### src/rtl/pipe_ctrl.sv
// pipe_ctrl: in-order pipeline controller.
// Handles memory-wait, redirect and load-use stalls, and keeps the performance counters.
module pipe_ctrl #(
    parameter int NSTAGES = 5,
    parameter int CNT_W   = 32
) (
    input  logic               clk,
    input  logic               rst,
    input  logic               imem_resp,
    input  logic               dmem_req,
    input  logic               dmem_resp,
    input  logic               hazard,
    input  logic               redirect,
    output logic               pc_load,
    output logic [NSTAGES-2:0] stage_load,
    output logic [NSTAGES-2:0] stage_valid,
    output logic               mem_en,
    output logic               wb_en,
    output logic [CNT_W-1:0]   stall_cycles,
    output logic [CNT_W-1:0]   retired
);

    localparam int R = NSTAGES - 1;

    logic [R-1:0]     valid_q;
    logic [R-1:0]     valid_nxt;
    logic [CNT_W-1:0] stall_q;
    logic [CNT_W-1:0] retired_q;
    logic             mem_wait;
    logic             take_redirect;
    logic             take_hazard;

    assign stage_valid  = valid_q;
    assign stall_cycles = stall_q;
    assign retired      = retired_q;

    // Per-cycle decision: memory wait beats redirect, which beats the hazard bubble.
    always_comb begin
        mem_en        = !rst && valid_q[NSTAGES-3];
        mem_wait      = !imem_resp || (dmem_req && mem_en && !dmem_resp);
        take_redirect = !mem_wait && redirect && valid_q[1];
        take_hazard   = !mem_wait && !take_redirect && hazard && valid_q[0];
        pc_load       = !rst && !mem_wait && !take_hazard;
        wb_en         = !rst && valid_q[R-1] && !mem_wait;
        stage_load    = '1;
        if (rst || mem_wait) begin
            stage_load = '0;
        end else if (take_hazard) begin
            stage_load = {{(R-1){1'b1}}, 1'b0};
        end
    end

    // Next valid vector: shift forward, squashing IF/ID on redirect or bubbling ID on hazard.
    always_comb begin
        valid_nxt = valid_q;
        if (!mem_wait) begin
            if (take_redirect) begin
                valid_nxt = {valid_q[R-2:1], 2'b00};
            end else if (take_hazard) begin
                valid_nxt = {valid_q[R-2:1], 1'b0, valid_q[0]};
            end else begin
                valid_nxt = {valid_q[R-2:0], 1'b1};
            end
        end
    end

    // Valid bits and performance counters.
    always_ff @(posedge clk or posedge rst) begin
        if (rst) begin
            valid_q   <= '0;
            stall_q   <= '0;
            retired_q <= '0;
        end else begin
            valid_q <= valid_nxt;
            if (mem_wait || take_hazard) begin
                stall_q <= stall_q + CNT_W'(1);
            end
            if (!mem_wait && valid_q[R-1]) begin
                retired_q <= retired_q + CNT_W'(1);
            end
        end
    end

endmodule

### config.mk
export PLATFORM = sky130hd
export DESIGN_NAME = pipe_ctrl
export DESIGN_NICKNAME = d
export VERILOG_FILES = /design/src/rtl/pipe_ctrl.sv
export SDC_FILE = /design/constraint.sdc
export NUM_CORES = 1
export LEC_CHECK = 0
export ABC_AREA = 0
export BUFFER_PORTS_ARGS = -buffer_cell sky130_fd_sc_hd__buf_2
export CAP_MARGIN = 5
export CORE_UTILIZATION = 57
export CTS_BUF_LIST = sky130_fd_sc_hd__clkbuf_16
export DETAILED_ROUTE_END_ITERATION = 10
export HOLD_SLACK_MARGIN = 0.08
export PLACE_DENSITY = 0.9
export SLEW_MARGIN = 20
export SYNTH_ARGS = -nofsm -noshare
export SYNTH_HDL_FRONTEND = slang
export SYNTH_SLANG_ARGS = --single-unit
### constraint.sdc
create_clock -name clk -period 5.7 [get_ports clk]
set_input_delay 0.855 -clock clk [delete_from_list [all_inputs] [get_ports clk]]
set_output_delay 0.855 -clock clk [all_outputs]
set_load 0.02 [all_outputs]
* Yosys cells after proc, flatten, opt, wreduce, memory -nomap -nowiden
Cells that the tools add are included.
** Storage, ports and cells
- Register bits :: 68
- Input port bits :: 7
- Output and inout port bits :: 75
- Word-level logic and storage cells :: 35
** Operators by class
- $add $sub $neg :: 2
- Equality and inequality tests :: 1
- Multiplexer cells :: 4
- Bitwise operators :: 1
- Reductions and logical operators :: 23
** Operators by type and width (number)
- 32-bit by 1-bit adder with 32-bit output (second input constant) :: 2
- 1-bit logical AND :: 13
- 1-bit logical NOT :: 6
- 2-bit two-way mux :: 2
- 4-bit two-way mux :: 1
- 1-bit logical OR :: 3
- 2-bit inequality test (second input constant) :: 1
- 2-bit AND reduction :: 1
- 1-bit two-way mux :: 1
- 1-bit inverter :: 1

* Logic depth before layout (Yosys ltp)
Gate-level depths: netlist (run 1).
- Depth in word-level cells :: 14
- Mapped depth :: 6
- Mapped depth without buffers :: 5

* Least setup slack after synthesis (run 1)
OpenSTA, ideal clock, no wires.
- Kind :: in2out
- Start point :: input port dmem_resp
- End point :: output port stage_load[0]
- Arrival time :: 1.887 ns
- Required time :: 4.845 ns
- Slack :: 2.958 ns
- Cell stages on the path :: 5
- Cells stage by stage :: nand4bb_1 o211ai_1 buf_2 nor2_1 buf_4
** Between the ends
- Word-level cells in the longest chain between the ends :: 12
** RTL lines
- from (decl) :: RTL line 11 : input logic dmem_resp,
- 1-bit logical NOT * :: RTL line 40 : mem_wait = !imem_resp || (dmem_req && mem_en && !dmem_resp);
- 1-bit logical AND * :: RTL line 40
- 1-bit logical OR * :: RTL line 40
- 1-bit logical NOT :: RTL line 41, 42
- 1-bit logical AND (2 in series) :: RTL line 41 : take_redirect = !mem_wait && redirect && valid_q[1];
- 1-bit logical NOT :: RTL line 42 : take_hazard = !mem_wait && !take_redirect && hazard && valid_q[0];
- 1-bit logical AND (3 in series) :: RTL line 42
- 1-bit two-way mux :: RTL line 48 : end else if (take_hazard) begin
- 4-bit two-way mux * :: RTL line 46 : if (rst || mem_wait) begin
- to (decl) :: RTL line 15 : output logic [NSTAGES-2:0] stage_load,
Every way passes the cells marked *; elsewhere a longest branch is shown, timed or not.

* Final worst setup path (run 1)
- Start point :: input port rst
- End point :: output port wb_en
** Between the ends
- Word-level cells in the longest chain between the ends :: 7
** RTL lines
- from (decl) :: RTL line 8 : input logic rst,
- 1-bit logical NOT (no line) *
- 1-bit logical AND :: RTL line 39 : mem_en = !rst && valid_q[NSTAGES-3];
- 1-bit logical AND (2 in series) :: RTL line 40
- 1-bit logical OR :: RTL line 40
- 1-bit logical NOT :: RTL line 44 : wb_en = !rst && valid_q[R-1] && !mem_wait;
- 1-bit logical AND * :: RTL line 44
- to (decl) :: RTL line 18 : output logic wb_en,
Marked as above.

==> results of run 1 <==
## critical path: cells and delay by family
kind | cells | cell delay (ns)
buf+inv | 2 | 0.30
simple gates | 4 | 0.72
## registers in the layout, indices dropped and copies added (netlist names)
register      count
retired          32
stage_valid       4
stall_cycles     32
## cells in the mapped netlist (all sizes together) (2+ instances only)
master   n  area (sq um)
and2    11          68.8
and3    10          63.8
and4     4          35.0
buf      9          53.8
dfrtp   68          1700
ha       2          25.0
inv      6          22.5
nand2   20          75.1
nand3   22           110
nand4   40           272
nor2    12          45.0
nor3     9          50.1
nor4     5          97.6
o22a     2          17.5
xnor2   54           473
xor2     8          70.1
## metal layers
layer  share of wire  wire, um  GRT usage  vias to the layer above
li1                -         -          -                     1205
met1            0.42      2990      0.339                     1259
met2            0.51      3590      0.427                       87
met3           0.050       356     0.0400                       12
met4           0.020       140      0.130                        0
met5               0         0          0                        -
## area by class of cell
cell class,instances,area (sq um)
sequential,68,1700
multi-input combinational,209,1500
clock buffer,9,225
inverter,6,22.5
tap,72,90.1
timing repair buffer,83,420
clock inverter,5,21.3
fill,429,1560
## logic make-up after synthesis
family,count (synthesis),synth area share
xor gates and xnor gates,62,0.166
AOI/OAI and AO/OA,7,0.0179
and+or+nand+nor,137,0.262
adders and majority gates,2,0.00763
buffers and inverters,16,0.0244
muxes,1,0.00343
DFF,68,0.519
## metrics by stage
step	util	hold WS (ns)	setup slack (ns)	cell area, sq um
after floorplan	-	0.582	2.96	3280
after global placement	0.674	0.464	3.01	3730
after detailed placement	0.674	0.469	2.96	3730
after CTS	0.718	0.481	2.96	3980
after global routing	0.718	0.491	2.84	3980
final	0.718	0.474	2.95	3980
## report_power, final
part / internal [mW] / total [mW] / switching (mW)
clock: 0.282 / 0.468 / 0.186
sequential: 0.534 / 0.613 / 0.0793
combinational: 0.0960 / 0.270 / 0.174
total: 0.912 / 1.35 / 0.439
## worst paths after layout
| kind | startpoint | endpoint | slack (ns) | depth (start not counted) |
|---|---|---|---|---|
| min in group asynchronous | rst | retired[2] | 0.81 | 3 |
| worst min register to register | retired[31] | retired[31] | 0.47 | 1 |
| worst max-delay path | rst | wb_en | 2.95 | 6 |
| worst max register to register | retired[6] | retired[21] | 3.85 | 4 |
| worst min-delay path | retired[31] | retired[31] | 0.47 | 1 |
| max in group asynchronous | rst | stall_cycles[19] | 4.31 | 3 |
==> results.sh, run 1 <==
export IMPL_vias=2563
export IMPL_cts_tree="yes"
export IMPL_cp_end_kind="output pin"
export IMPL_grt_pass1_wl_mm=12.2
export IMPL_routedWlPerCell_um=15.6
export IMPL_worst_slew_pin_slew_ns=0.845
export IMPL_drc=0
export IMPL_slew_violations=0
export IMPL_antenna_left=0
export IMPL_synth_edff_count=0
export IMPL_antenna_cells=0
export IMPL_avgSynthCellArea_sq_um=11.2
export IMPL_detail_route_first_pass_iterations=4
export IMPL_layout_common_cells="buf_2 (81), dfrtp_1 (68), xnor2_1 (54)"
export IMPL_period_needed_ns=2.75
export IMPL_chipHeight_um=77.9
export IMPL_max_slew_margin=0.437
export IMPL_postCtsHoldBufs=0
export IMPL_placed_cells=438
export IMPL_cts_buffers=9
export IMPL_row_count=27
export IMPL_final_common_cell="buf_2"
export IMPL_start_util=0.592
export IMPL_crit_type="in -> out"
export IMPL_synth_warnings=0
export IMPL_cts_root_buffer="clkbuf_16"
export IMPL_critical_path_slowest_cell="and4bb_4"
export IMPL_drt_iter0_drc=138
export IMPL_synth_distinct_cells=34
export IMPL_cts_buffer_depth=2
export IMPL_cp_data_arrival_time_ns=1.89
export IMPL_grt_pass1_vias=2541
export IMPL_drive_above_1_share=0.282
export IMPL_power_leakage_nw=1.94
export IMPL_fmax_mhz=364
export IMPL_wirelength_mm=7.07
export IMPL_grt_max_degree=69
export IMPL_finalSetupTns_ns=0
export IMPL_antenna_found_initial=0
export IMPL_synth_fp_nets=302
export IMPL_final_nets=386
export IMPL_hpwl_mm=4.73
export IMPL_syn2layout_area_growth_pct=21.3
export IMPL_dominantRegCellSynth="dfrtp_1"
export IMPL_fp_dieW_um=77.9
export IMPL_ys_ff_latch=68
export IMPL_finalCritPeriodShare=0.482
export IMPL_avgViaCountPerCell=5.67
export IMPL_slowest_delay_ns=0.24
export IMPL_clock_latency_ns=0.32
export IMPL_path_cells="buf_2 > and4bb_4 > nor2_1 > nand2_1 > nor2_1 > buf_2"
export IMPL_p_per_area_mw_per_mm2=339
export IMPL_ios=82
export IMPL_numPortBuffers=81
export IMPL_start_kind="primary input"
export IMPL_cts_sinks=68
export IMPL_syn_area_sq_mm=0.00328
export IMPL_htree_levels=3
export IMPL_critical_path_required_ns=4.85
export IMPL_path_max_fanout=7
export IMPL_grt_ovfl_total=0
export IMPL_total_power_mw=1.35
export IMPL_post_cts_buffers=0
export IMPL_clk_pin_slew_ns=0.05
export IMPL_grtUsageTotal=0.261
export IMPL_setup_viol=0
export IMPL_status="finished clean"
export IMPL_min_path_type="reg -> reg"
export IMPL_rsz0062_at_grt="no"
export IMPL_report_final_hold_viol_count=0
export IMPL_fin_worst_skew_ns=0.00521
export IMPL_core_area_sq_mm=0.00554
export IMPL_gp_congestion=0.825
export IMPL_instances_no_fill=452
export IMPL_synth_cells=293
export IMPL_ir_drop_v=0.000263
export IMPL_drv_cap=0
export IMPL_ys_seq_area_frac=0.519
export IMPL_synthArstFlopShare=1.00
export IMPL_die_area_sq_mm=0.00606
export IMPL_cts_resized=0
(Power assumes the default switching activity.)
==> run 2: changes to the inputs <==
--- a/config.mk
+++ b/config.mk
@@ -8,11 +8,11 @@
 export ABC_AREA = 0
 export BUFFER_PORTS_ARGS = -buffer_cell sky130_fd_sc_hd__buf_2
 export CAP_MARGIN = 5
-export CORE_UTILIZATION = 57
+export CORE_UTILIZATION = 48
 export CTS_BUF_LIST = sky130_fd_sc_hd__clkbuf_16
 export DETAILED_ROUTE_END_ITERATION = 10
 export HOLD_SLACK_MARGIN = 0.08
-export PLACE_DENSITY = 0.9
+export PLACE_DENSITY = 0.81
 export SLEW_MARGIN = 20
 export SYNTH_ARGS = -nofsm -noshare
 export SYNTH_HDL_FRONTEND = slang
==> constraint.sdc (replaced) <==
create_clock -name clk -period 2.4 [get_ports clk]
set_input_delay 0.36 -clock clk [delete_from_list [all_inputs] [get_ports clk]]
set_output_delay 0.36 -clock clk [all_outputs]
set_load 0.02 [all_outputs]
==> run 2 against run 1 <==
Effect of this change:
- critical path depth down 1
- worst hold slack worse by 0.32 ns
- sequential share of layout area down 0.69 points
- routed wire length down 1.2%
- clock-buffer cell count unchanged
- total power up 150%
- via count up 0.94%
- cell count up 1.8%
- the flow now finishes with violations (DRC)
==> results.sh, run 2 (same netlist as run 1, synthesis figures left out) <==
export IMPL_cts_resized=0
export IMPL_final_nets=387
export IMPL_clk_pin_slew_ns=0.05
export IMPL_postCtsHoldBufs=0
export IMPL_ios=82
export IMPL_cts_sinks=68
export IMPL_antenna_left=0
export IMPL_finalCritPeriodShare=0.844
export IMPL_slew_violations=0
export IMPL_placed_cells=444
export IMPL_syn2layout_area_growth_pct=23.3
export IMPL_rsz0062_at_grt="no"
export IMPL_gp_congestion=0.750
export IMPL_row_count=29
export IMPL_power_leakage_nw=1.97
export IMPL_drt_iter0_drc=86
export IMPL_die_area_sq_mm=0.00717
export IMPL_grtUsageTotal=0.215
export IMPL_layout_common_cells="buf_2 (81), dfrtp_1 (68), xnor2_1 (54)"
export IMPL_pre_cts_slack_ns=0.553
export IMPL_start_kind="flip-flop"
export IMPL_p_per_area_mw_per_mm2=833
export IMPL_vias=2587
export IMPL_chipHeight_um=84.7
export IMPL_path_max_fanout=6
export IMPL_wirelength_mm=6.99
export IMPL_detail_route_first_pass_iterations=9
export IMPL_cts_buffer_depth=2
export IMPL_period_needed_ns=2.03
export IMPL_start_util=0.508
export IMPL_post_cts_buffers=0
export IMPL_antenna_found_initial=0
export IMPL_instances_no_fill=460
export IMPL_fillCellCount=527
export IMPL_ir_drop_v=0.000509
export IMPL_drc=4
export IMPL_avgViaCountPerCell=5.62
export IMPL_fin_worst_skew_ns=0.00614
export IMPL_fp_dieW_um=84.7
export IMPL_status="finished with violations"
export IMPL_drive_above_1_share=0.290
export IMPL_htree_levels=3
export IMPL_critical_path_required_ns=2.04
export IMPL_grt_pass1_wl_mm=12.0
export IMPL_setup_viol=0
export IMPL_crit_type="reg -> out"
export IMPL_numPortBuffers=81
export IMPL_routedWlPerCell_um=15.2
export IMPL_final_common_cell="buf_2"
export IMPL_violations="DRC"
export IMPL_core_area_sq_mm=0.00646
export IMPL_whs_ns=0.152
export IMPL_drv_cap=0
export IMPL_hpwl_mm=4.87
export IMPL_cts_root_buffer="clkbuf_16"
export IMPL_clock_latency_ns=0.33
export IMPL_grt_pass1_vias=2461
export IMPL_worst_slack_ns=0.374
export IMPL_min_path_type="in -> async"
export IMPL_worst_slew_pin_slew_ns=0.676
export IMPL_report_final_hold_viol_count=0
export IMPL_antenna_cells=0
export IMPL_total_power_mw=3.37
export IMPL_grt_ovfl_total=0
export IMPL_grt_max_degree=69
export IMPL_cts_tree="yes"
export IMPL_max_slew_margin=0.546
export IMPL_cp_data_arrival_time_ns=1.67
export IMPL_cts_buffers=9
export IMPL_fmax_mhz=494
export IMPL_finalSetupTns_ns=0
export IMPL_cp_end_kind="output pin"
==> run 2: worst max-delay path, cell delays in order, from the launching register on <==
cell and delay [ns]:
dfrtp_1 0.42, and4bb_4 0.26, nor2_1 0.22, nand2_1 0.16, nor2_1 0.10, buf_2 0.17
==> run 2: layer usage <==
metal	routed length, um	vias to the layer above	part of all wire	GRT usage
met2	3440	77	0.49	0.357
met5	0	-	0	0
li1	-	1211	-	-
met1	3050	1288	0.44	0.271
met4	146	0	0.021	0.100
met3	353	11	0.051	0.0433
==> run 2: path summary, 6_finish.rpt <==
check	from	end	cells past startpoint	slack (ns)
setup / recovery	stage_valid[2]	wb_en	5	0.37
hold / removal	rst	retired[3]	3	0.15
setup reg to reg	retired[6]	retired[25]	4	0.57
hold reg to reg	stall_cycles[31]	stall_cycles[31]	1	0.47
max in group asynchronous	rst	stall_cycles[30]	3	1.98
min in group clk	hazard	stage_valid[1]	2	0.24
==> run 2: where the power goes <==
part	internal, mW	switching [mW]
Sequential	1.27	0.188
Combinational	0.237	0.418
Clock	0.790	0.468
==> run 2: cell type report <==
| cell class | count | area (sq um) | share of cell area |
|---|---|---|---|
| repair buffers | 84 | 440 | 0.109 |
| multi-input cells | 209 | 1500 | 0.370 |
| flip-flops and latches | 68 | 1700 | 0.421 |
| inverters | 6 | 22.5 | 0.00557 |
| clock buffers | 9 | 225 | 0.0557 |
| well taps | 77 | 96.3 | 0.0238 |
| clock inverters | 7 | 60.1 | 0.0149 |
==> run 2: stage by stage <==
step	instance area, sq um	util
floorplan	3280	-
global placement	3760	0.582
detailed placement	3760	0.582
finish	4040	0.626
global route	4040	0.626
CTS	4040	0.626
